$ cat config.mk
export PLATFORM = sky130hd
export DESIGN_NAME = seq_shift_add_mult
export DESIGN_NICKNAME = d
export VERILOG_FILES = /design/src/rtl/seq_shift_add_mult.sv
export SDC_FILE = /design/constraint.sdc
export NUM_CORES = 1
export LEC_CHECK = 0
export CAP_MARGIN = 40
export CORE_MARGIN = 2
export CORE_UTILIZATION = 25
export CTS_CLUSTER_SIZE = 10
export DETAILED_ROUTE_END_ITERATION = 16
export PLACE_DENSITY = 0.57
export SLEW_MARGIN = 20
export SYNTH_ARGS = -nofsm -noshare
export SYNTH_HDL_FRONTEND = slang
export SYNTH_SLANG_ARGS = --single-unit
$ cat constraint.sdc
create_clock -name clk -period 4.9 [get_ports clk]
set_input_delay 0.49 -clock clk [delete_from_list [all_inputs] [get_ports clk]]
set_output_delay 0.49 -clock clk [all_outputs]
set_load 0.01 [all_outputs]
$ cat src/rtl/seq_shift_add_mult.sv
// Sequential 8x8 unsigned shift-add multiplier: one ripple add per clock, then a right shift of {carry, acc_hi, acc_lo}.
// Optional registered overflow flag enabled by defining SEQ_MULT_OVF_EN; otherwise ovf is tied low.
module seq_shift_add_mult #(
  parameter int WIDTH = 8
) (
  input  logic               clk,
  input  logic               rst,
  input  logic               start,
  input  logic [WIDTH-1:0]   a,
  input  logic [WIDTH-1:0]   b,
  output logic               busy,
  output logic               done,
  output logic [2*WIDTH-1:0] product,
  output logic               ovf
);

  typedef enum logic [1:0] {
    IDLE = 2'b00,
    RUN  = 2'b01,
    DONE = 2'b10
  } state_t;

  state_t           state;
  logic [WIDTH-1:0] m_reg;
  logic [WIDTH-1:0] acc_hi;
  logic [WIDTH-1:0] acc_lo;
  logic [2:0]       cnt;

  logic [WIDTH-1:0] add_a;
  logic [WIDTH-1:0] add_b;
  logic [WIDTH-1:0] add_z;
  logic             add_cout;
  logic             carry;

  assign add_a = acc_hi;
  assign add_b = acc_lo[0] ? m_reg : '0;

  // 8-bit ripple-carry adder with cin tied low.
  // NOTE: blocking assignments here model the ripple chain; every output gets a default first so no latch is inferred.
  always_comb begin
    carry    = 1'b0;
    add_z    = '0;
    add_cout = 1'b0;
    for (int i = 0; i < WIDTH; i++) begin
      add_z[i] = add_a[i] ^ add_b[i] ^ carry;
      carry    = (add_a[i] & add_b[i]) | (add_a[i] & carry) | (add_b[i] & carry);
    end
    add_cout = carry;
  end

  // The carry register is shifted into acc_hi every iteration, so it never persists and needs no flop.
  assign product = {acc_hi, acc_lo};

  // NOTE: sequential state uses non-blocking assignments so all registers update from pre-edge values.
  always_ff @(posedge clk or posedge rst) begin
    if (rst) begin
      state  <= IDLE;
      m_reg  <= '0;
      acc_hi <= '0;
      acc_lo <= '0;
      cnt    <= '0;
      busy   <= 1'b0;
      done   <= 1'b0;
    end else begin
      case (state)
        IDLE, DONE: begin
          if (start) begin
            state  <= RUN;
            m_reg  <= a;
            acc_hi <= '0;
            acc_lo <= b;
            cnt    <= '0;
            busy   <= 1'b1;
            done   <= 1'b0;
          end else begin
            state <= IDLE;
            busy  <= 1'b0;
            done  <= 1'b0;
          end
        end
        RUN: begin
          {acc_hi, acc_lo} <= {add_cout, add_z, acc_lo[WIDTH-1:1]};
          cnt              <= cnt + 3'd1;
          if (cnt == 3'd7) begin
            state <= DONE;
            busy  <= 1'b0;
            done  <= 1'b1;
          end else begin
            busy <= 1'b1;
            done <= 1'b0;
          end
        end
        default: begin
          state <= IDLE;
          busy  <= 1'b0;
          done  <= 1'b0;
        end
      endcase
    end
  end

`ifdef SEQ_MULT_OVF_EN
  always_ff @(posedge clk or posedge rst) begin
    if (rst) begin
      ovf <= 1'b0;
    end else if ((state == IDLE || state == DONE) && start) begin
      ovf <= 1'b0;
    end else if (state == RUN && cnt == 3'd7) begin
      ovf <= ({add_cout, add_z[WIDTH-1:1]} != '0);
    end
  end
`else
  assign ovf = 1'b0;
`endif

endmodule

; ---- Word-level counts from Yosys, hierarchy flattened
; Index checks and enable logic that the tools add are counted.
[totals]
regBits = 31
latch_bits = 0
mem_bits_rw = 0
romBits = 0
input_bits = 19
out_inout_bits = 19
word_cells = 84
memories = 0
[classes]
addsub = 1
multipliers = 0
div = 0
order_cmp = 0
n_eq_ne = 5
n_shift = 0
muxes = 15
n_bitwise = 51
reduce_logical = 5
[op_table]
columns = cell, count
row1 = $pmux 8 s2, 2
row2 = $mux 8, 3
row3 = $and 1x1->1, 22
row4 = $xor 1x1->1, 15
row5 = $or 1x1->1, 14
row6 = $pmux 3 s2, 1
row7 = $mux 1, 5
row8 = $ne 2x2->1 const B, 2
row9 = $pmux 2 s2, 1
row10 = $reduce_and 2->1, 2
row11 = $add 3x1->3 const B, 1
row12 = $eq 3x3->1 const B, 1
row13 = $mux 3, 1
row14 = $eq 2x1->1 const B, 1
row15 = $eq 2x2->1 const B, 1
row16 = $logic_not 2->1, 1
row17 = $mux 2, 1
row18 = $pmux 1 s2, 1
row19 = $reduce_bool 2->1, 1
row20 = $reduce_or 2->1, 1

; ---- Logic depth before layout (Yosys ltp)
; Gate-level depths: netlist (run 1).
[depth]
ltp_word = 24
ltp_mapped = 14
ltp_nobuf = 13

; ---- Least setup slack after synthesis (run 1)
; No wires, ideal clock.
[synth_timing]
kind = reg2reg
start = register acc_lo[0]
end = register acc_hi[6]
setup_time_ns = 0.123
arrival_time_ns = 3.579
required_time_ns = 4.777
slack_ns = 1.198
stages_incl_launch_ff = 15
path_buffers = 1
synth_period_minus_slack_ns = 3.702
path_cell_list = dfrtp_1 > clkbuf_1 > and2_1 > ha_1 > inv_1 > fa_1 > inv_1 > fa_1 > inv_1 > fa_1 > fa_1 > fa_1 > fa_1 > fa_1 > o2bb2ai_1
[synth_between]
elab_chain_len = 22
word_cells_on_any_way = 35
cone_classes = mux (2) / bitwise (33)
[synth_rtl]
columns = item, line_no
row1 = "start, declared", 26  ; logic [WIDTH-1:0] acc_lo;
row2 = "start signal, assigned", 82  ; {acc_hi, acc_lo} <= {add_cout, add_z, acc_lo[WIDTH-1:1]};
row3 = $mux 8 *, 36  ; assign add_b = acc_lo[0] ? m_reg : '0;
row4 = $and 1x1->1 (2 in series), 46  ; carry = (add_a[i] & add_b[i]) | (add_a[i] & carry) | (add_b[i] & carry);
row5 = $or 1x1->1 (2 in series), 46
row6 = $and 1x1->1, 46
row7 = $or 1x1->1 (2 in series), 46
row8 = $and 1x1->1, 46
row9 = $or 1x1->1 (2 in series), 46
row10 = $and 1x1->1, 46
row11 = $or 1x1->1 (2 in series), 46
row12 = $and 1x1->1, 46
row13 = $or 1x1->1 (2 in series), 46
row14 = $and 1x1->1, 46
row15 = $or 1x1->1 (2 in series), 46
row16 = $xor 1x1->1 *, 45  ; add_z[i] = add_a[i] ^ add_b[i] ^ carry;
row17 = $pmux 8 s2 *, 65  ; case (state)
row18 = "end signal, assigned", 82
row19 = "end, declared", 25  ; logic [WIDTH-1:0] acc_hi;
; Mark *: on every way between the ends. The rest lies on a longest branch, timed or not.
; A chain may end at the register's enable or synchronous reset.

; ---- Worst setup path in the final report (run 1)
; Same ends and word-level chain as after synthesis.

==> results of run 1 <==
per-layer routing:
layer,routed length [um],vias up
li1,-,516
met5,0,-
met2,1471,33
met3,209,5
met4,36,0
met1,1626,552
logic make-up after synthesis:
group	count (synthesis)	synth area share (%)
compound gates	29	13.25
flops	31	48.63
buf+inv	18	5.882
mux	16	10.98
xor+xnor	1	0.5491
fa+ha+maj	10	11.14
simple gates	24	9.333
other cells	1	0.2351
final timing paths:
| kind | start | end | slack [ps] | cells after the start |
|---|---|---|---|---|
| setup reg to reg | acc_lo[0] | acc_hi[6] | 1200 | 13 |
| min in group asynchronous | rst | busy | 600 | 3 |
| hold reg to reg | m_reg[5] | m_reg[5] | 510 | 1 |
| max in group asynchronous | rst | acc_lo[0] | 4000 | 3 |
| setup / recovery | acc_lo[0] | acc_hi[6] | 1200 | 13 |
| hold / removal | m_reg[5] | m_reg[5] | 510 | 1 |
layout by cell type (no fill, tap or decap):
cell type,count
ha_1,3
inv_1,10
and2_1,4
o21bai_1,2
nor2_2,1
clkbuf_8,6
nand2b_1,2
mux2_4,1
a21oi_1,7
a211oi_1,7
conb_1,1
dfrtp_1,31
a22o_1,4
nor2_1,1
a21o_1,1
nand2_1,7
nor2b_4,2
clkinv_2,1
o2bb2ai_1,7
fa_1,7
mux2i_1,7
xnor2_1,1
and2b_1,3
clkdlybuf4s50_1,36
o21ai_0,1
buf_4,1
mux2_2,8
bufinv_16,1
nor2b_1,4
worst reg2reg max path, delay by kind of cell, from the launching register on:
kind / cells / cell delay [ps]
AO/OA/AOI/OAI: 1 / 60
adder cells (fa/ha/maj): 8 / 2670
buffers and inverters: 3 / 160
flip-flops: 1 / 510
AND/OR/NAND/NOR: 1 / 180
through the flow:
step           setup WS [ps]  total power, uW
2_1_floorplan           1198            923.8
3_3_place_gp            1261             1165
3_5_place_dp            1176             1182
4_1_cts                 1170             1453
5_1_grt                 1022             1557
6_report                1200             1423
final cells by class:
cell class | count | share of cell area (%)
timing repair buffer | 37 | 17.35
multi-input combinational | 81 | 34.22
clock buffer | 6 | 3.894
tap | 77 | 4.543
clock inverter | 2 | 1.652
sequential | 31 | 36.58
inverter | 10 | 1.770
power by group:
| group | switching, uW | internal (uW) | leakage [uW] |
|---|---|---|---|
| Combinational | 278 | 366 | 0.000443 |
| Clock | 96.4 | 164 | 0.0000612 |
| Sequential | 132 | 386 | 0.000370 |
| Total | 506 | 917 | 0.000874 |
==> summary.md, run 1 <==
| Metric | Value |
|---|---|
| Final TNS setup | 0 ps |
| Cell taking the most area after synthesis | dfrtp_1 |
| WP data arrival | 3860 ps |
| Layout cell share with drive strength beyond 1 | 12.57% |
| CTS tree | done |
| Sequential element share of the synthesized area | 48.63% |
| Initial antenna violation count | 0 |
| Die ar. | 0.007036 sq mm |
| Post-Syn Area | 0.001595 sq mm |
| Final Setup Violations | 0 |
| Grt met1 use | 14.46% |
| Top-count cell post-synth | dfrtp_1 |
| DR WL/cell | 13.70 um |
| Die width | 83.88 um |
| Largest net degree at the start of global routing | 32 |
| Crit path cell chain | and2_1 -> ha_1 -> inv_1 -> fa_1 -> inv_1 -> fa_1 -> inv_1 -> fa_1 -> fa_1 -> fa_1 -> fa_1 -> fa_1 -> o2bb2ai_1 |
| Buf/Inv on CP | 3 |
| Most Frequent Cell on Critical Path | fa_1 |
| Buffers on Ports | 36 |
| EDFF count, synth | 0 |
| Initial Util | 25.41% |
| Met2 usage | 14.11% |
| Met3 GRT Util | 3.858% |
| DR pass1 iterations | 4 |
| Fin area | 0.002121 sq mm |
| Fmax | 270.2 MHz |
| Final Critical Period | 3701 ps |
| RSZ-0062 raised after global routing | false |
| Busiest grt layer | met1 |
| H-Tree Level Count | 2 |
| Final Cycle Share | 75.52% |
| DRT Wirelength | 3344 um |
| Wire length of the first global-routing pass | 5589 um |
| Multi-input gate area | 725.7 sq um |
| Placed Cells | 236 |
| Avg Vias per Cell | 4.533 |
| Pleak | 0.0008741 uW |
| Top FF cell, synth | dfrtp_1 |
| WP data required | 5060 ps |
| Outcome | finished, final reports clean |
| GR Util All Layers | 10.12% |
| Final Max Tran Viols | 0 |
| Syn avg cell area | 12.27 sq um |
| First DRT Iteration DRCs | 36 |
| Total grt overflow | 0 |
| Slowest Stage Delay on Critical Path | 510 ps |
| Die Y | 83.88 um |
| Root buffer cell | clkbuf_8 |
| Kind of critical path | reg -> reg |
| VDD IR-drop max | 0.2509 mV |
| Crit Path Max Fanout | 11 |
| Ys async rst share | 100.0% |
| Total clock sinks | 31 |
| Filler cells | 632 |
| Top delay family on crit path | adder cells |
| Site row count | 29 |
| Layout Cells excl Fill | 244 |
| Worst slew pin tran | 691.0 ps |
| Distinct cells, synth | 28 |
| # DRC | 0 |
| Vias in the first global route | 1,116 |
| Cells after Synth | 130 |
| Hold WC Path Type | reg -> reg |
| Ports | 38 |
| Hold Worst Slack | 510.7 ps |
| Max-Cap Viols | 0 |
| Post-placement cell area | 0.002003 sq mm |
| Clk_lat worst skew | 280 ps |
| #FFs+latches synth | 31 |
| P&R area growth vs syn | 32.94% |
| Synth warn | 0 |
| Synth Net Count | 159 |
| Post-CTS Setup Repair Bufs | 0 |
| HPWL Detailed | 2314 um |
| Ant diodes | 0 |
| # hold bufs at CTS | 0 |
| Fin. Hold Viols | 0 |
| CP max stage cell | dfrtp_1 |
| Total number of vias | 1,106 |
| CTS Buf Count | 5 |
| Max clock buf depth | 2 |
| Routed Antenna Nets | 0 |
| # nets final | 195 |
| Layout Utilization | 33.79% |
| Worst setup EP type | flop |
| FF+latch area | 775.7 sq um |
| Post_cts resized | 0 |
| Synth cell count leaders | dfrtp_1 (31), inv_1 (10), mux2_2 (8) |
| Startpoint types | flop |
| Area share of the largest cell type after synthesis | 48.63% |
| Pwr/cell area | 670.9 mW/mm^2 |
| Reg clk slew, reported paths | 70 ps |
| GP Congestion | 0.8125 |
| Core area | 0.006277 sq mm |
| Rel. slew slack | 53.94% |
| Clk_skew | 6.836 ps |
| Top cells by area, synth | dfrtp_1 (49%), fa_1 (8.8%), mux2_2 (5.6%), mux2i_1 (4.4%), o2bb2ai_1 (3.8%) |
Note: power is estimated with default switching activity, not from simulation.
==> run 2, diff against run 1 <==
--- a/config.mk
+++ b/config.mk
@@ -10,7 +10,7 @@
 export CORE_UTILIZATION = 25
 export CTS_CLUSTER_SIZE = 10
 export DETAILED_ROUTE_END_ITERATION = 16
-export PLACE_DENSITY = 0.57
+export PLACE_DENSITY = 0.59
 export SLEW_MARGIN = 20
 export SYNTH_ARGS = -nofsm -noshare
 export SYNTH_HDL_FRONTEND = slang
==> constraint.sdc (replaced) <==
create_clock -name clk -period 3.25 [get_ports clk]
set_input_delay 0.325 -clock clk [delete_from_list [all_inputs] [get_ports clk]]
set_output_delay 0.325 -clock clk [all_outputs]
set_load 0.01 [all_outputs]
==> summary.md, run 2 (synthesized netlist as in run 1, its figures left out) <==
| Metric | Value |
|---|---|
| DRT Wirelength | 3269 um (-2.2%) |
| Crit Path Max Fanout | 2 (-9) |
| Root buffer cell | clkbuf_8 |
| Metal2 WL | 1412 um (-4.0%) |
| Clk_lat worst skew | 280 ps (about the same) |
| Worst setup EP type | flop |
| Total clock sinks | 31 (unchanged) |
| Top delay family on crit path | adder cells |
| Site row count | 29 (unchanged) |
| Crit path cell chain | and2_1 -> ha_1 -> inv_1 -> fa_1 -> inv_1 -> fa_1 -> inv_1 -> fa_2 -> fa_2 -> fa_2 -> fa_2 -> fa_1 -> o2bb2ai_1 |
| Filler cells | 626 (-0.95%) |
| Fin. Hold Viols | 0 (unchanged) |
| Layout cell share with drive strength beyond 1 | 16.28% (+3.7 points) |
| CTS tree | done |
| Final Cycle Share | 101.1% (+26 points) |
| WL met1 | 1519 um (-6.6%) |
| Comb power frac | 49.8% (+4.5 points) |
| RSZ-0062 raised after global routing | true |
| Vias in the first global route | 1,180 (+5.7%) |
| # hold bufs at CTS | 0 (unchanged) |
| DR pass1 iterations | 4 (unchanged) |
| Die Y | 83.88 um (unchanged) |
| DR top layer | met4 |
| Final Critical Period | 3286 ps (-414.3 ps) |
| Leading cell type in the layout, fill and taps excluded | clkdlybuf4s50_1 |
| Max-Cap Viols | 0 (unchanged) |
| Ports | 38 (unchanged) |
| # DRC | 0 (unchanged) |
| Fin area | 0.002136 sq mm (+0.71%) |
| Core area | 0.006277 sq mm (unchanged) |
| H-Tree Level Count | 2 (unchanged) |
| Commonest cells after routing, fill and taps aside | clkdlybuf4s50_1 (36), dfrtp_1 (31), inv_1 (10) |
| CP max stage cell | fa_1 |
| Most Frequent Cell on Critical Path | fa_2 |
| Ant diodes | 0 (unchanged) |
| First DRT Iteration DRCs | 45 (+25%) |
| WP data arrival | 3440 ps (-420 ps) |
| Post_cts resized | 0 (unchanged) |
| Largest net degree at the start of global routing | 22 (-31%) |
| DR WL/cell | 13.13 um (-4.2%) |
| Initial antenna violation count | 0 (unchanged) |
| Pint | 1318 uW (+44%) |
| Sequential share of power | 36.5% (about the same) |
| Power share of the clock group | 13.8% (-4.5 points) |
| Clk_skew | 4.143 ps (-2.693 ps) |
| Reg clk slew, reported paths | 60 ps (about the same) |
| Outcome | finished with violations |
| Final Max Tran Viols | 0 (unchanged) |
| Die width | 83.88 um (unchanged) |
| # nets final | 200 (+2.6%) |
| Rel. slew slack | 53.59% (-0.35 points) |
| Kind of critical path | reg -> reg |
| Post-CTS Setup Repair Bufs | 0 (unchanged) |
| Routed Antenna Nets | 0 (unchanged) |
| Post-placement cell area | 0.002043 sq mm (+2.0%) |
| Final setup margin | -36.16 ps (-1236 ps) |
| Multi-input gate area | 735.7 sq um (+1.4%) |
| Hold Worst Slack | 339.2 ps (-171.6 ps) |
| HPWL Detailed | 2343 um (+1.3%) |
| GP Congestion | 0.7748 (-4.6%) |
| Max clock buf depth | 2 (unchanged) |
| P&R area growth vs syn | 33.88% |
| Total number of vias | 1,077 (-2.6%) |
| Pwr/cell area | 971.2 mW/mm^2 (+45%) |
| Total grt overflow | 0 (unchanged) |
| Violated checks | setup timing |
| Hold WC Path Type | in -> async |
| Initial Util | 25.41% (unchanged) |
| FF+latch area | 775.7 sq um (unchanged) |
| Worst slew pin tran | 696.2 ps (+5.193 ps) |
| Tot Pwr | 2074 uW (+46%) |
| Final TNS setup | -36.16 ps (-36.16 ps) |
| Startpoint types | flop |
| GR Util All Layers | 10.28% (+0.16 points) |
| Wire length of the first global-routing pass | 5582 um (-0.13%) |
| Avg Vias per Cell | 4.325 (-4.6%) |
| VDD IR-drop max | 0.3758 mV (+50%) |
| Die ar. | 0.007036 sq mm (unchanged) |
| Buffers on Ports | 36 (unchanged) |
| Fmax | 304.3 MHz (+13%) |
| Buf/Inv on CP | 3 (unchanged) |
| CTS Buf Count | 5 (unchanged) |
| Pleak | 0.0008798 uW (+0.65%) |
| Sw power | 756.5 uW (+50%) |
| Layout Utilization | 34.02% (+0.24 points) |
| WP data required | 3410 ps (-1650 ps) |
| Met3 Wirelength | 269 um (+29%) |
| Final Setup Violations | 1 (+1) |
| Slowest Stage Delay on Critical Path | 480 ps (-30 ps) |
| Sw Share | 36.47% (+0.91 points) |
## run 2: final timing paths
check | from | end | slack, ps | cells after the start
setup / recovery | acc_lo[0] | acc_hi[6] | -40 | 13
max in group asynchronous | rst | m_reg[2] | 2250 | 4
hold reg to reg | m_reg[0] | m_reg[0] | 500 | 1
hold / removal | rst | busy | 340 | 2
min in group clk | m_reg[0] | m_reg[0] | 500 | 1
setup reg to reg | acc_lo[0] | acc_hi[6] | -40 | 13
## run 2: cell type report
cell class              instances  share of cell area, %
clock buffers                   7                  3.574
clock inverters                 1                 0.2343
inverters                      10                  1.757
multi-input cells              81                  34.45
flip-flops and latches         31                  36.32
well taps                      77                  4.511
repair buffers                 42                  19.16
## run 2: routing by layer
metal,vias up,global-route usage (%)
met4,0,5.279
met2,34,14.91
met3,7,4.451
met1,510,12.95
li1,526,-
met5,-,0
## run 2: power groups by stage
stage / Clock (uW) / Sequential (uW) / Combinational [uW]
detailed placement: 0 / 762 / 1050
global placement: 0 / 767 / 1040
global route: 318 / 789 / 1170
finish: 286 / 756 / 1030
CTS: 301 / 759 / 1060
floorplan: 0 / 750 / 668
## run 2: worst register-to-register path, cell delays in order (launching register included)
cell,delay [ps]
dfrtp_1,330
and2_1,120
ha_1,140
inv_1,50
fa_1,350
inv_1,70
fa_1,160
inv_1,50
fa_2,330
fa_2,340
fa_2,340
fa_2,340
fa_1,480
o2bb2ai_1,60
## run 2: timing repair
action                                  4_1_cts  5_1_grt
pin swaps                                     1        0
hold endpoints to repair                      0        0
endpoints found under the setup margin        2        2
## run 2: metrics by stage
step                cells  setup WS [ps]
finish                249         -36.16
global route          249         -180.0
CTS                   248         -61.19
detailed placement    240         -93.92
global placement      240         -24.47
floorplan             130         -198.8
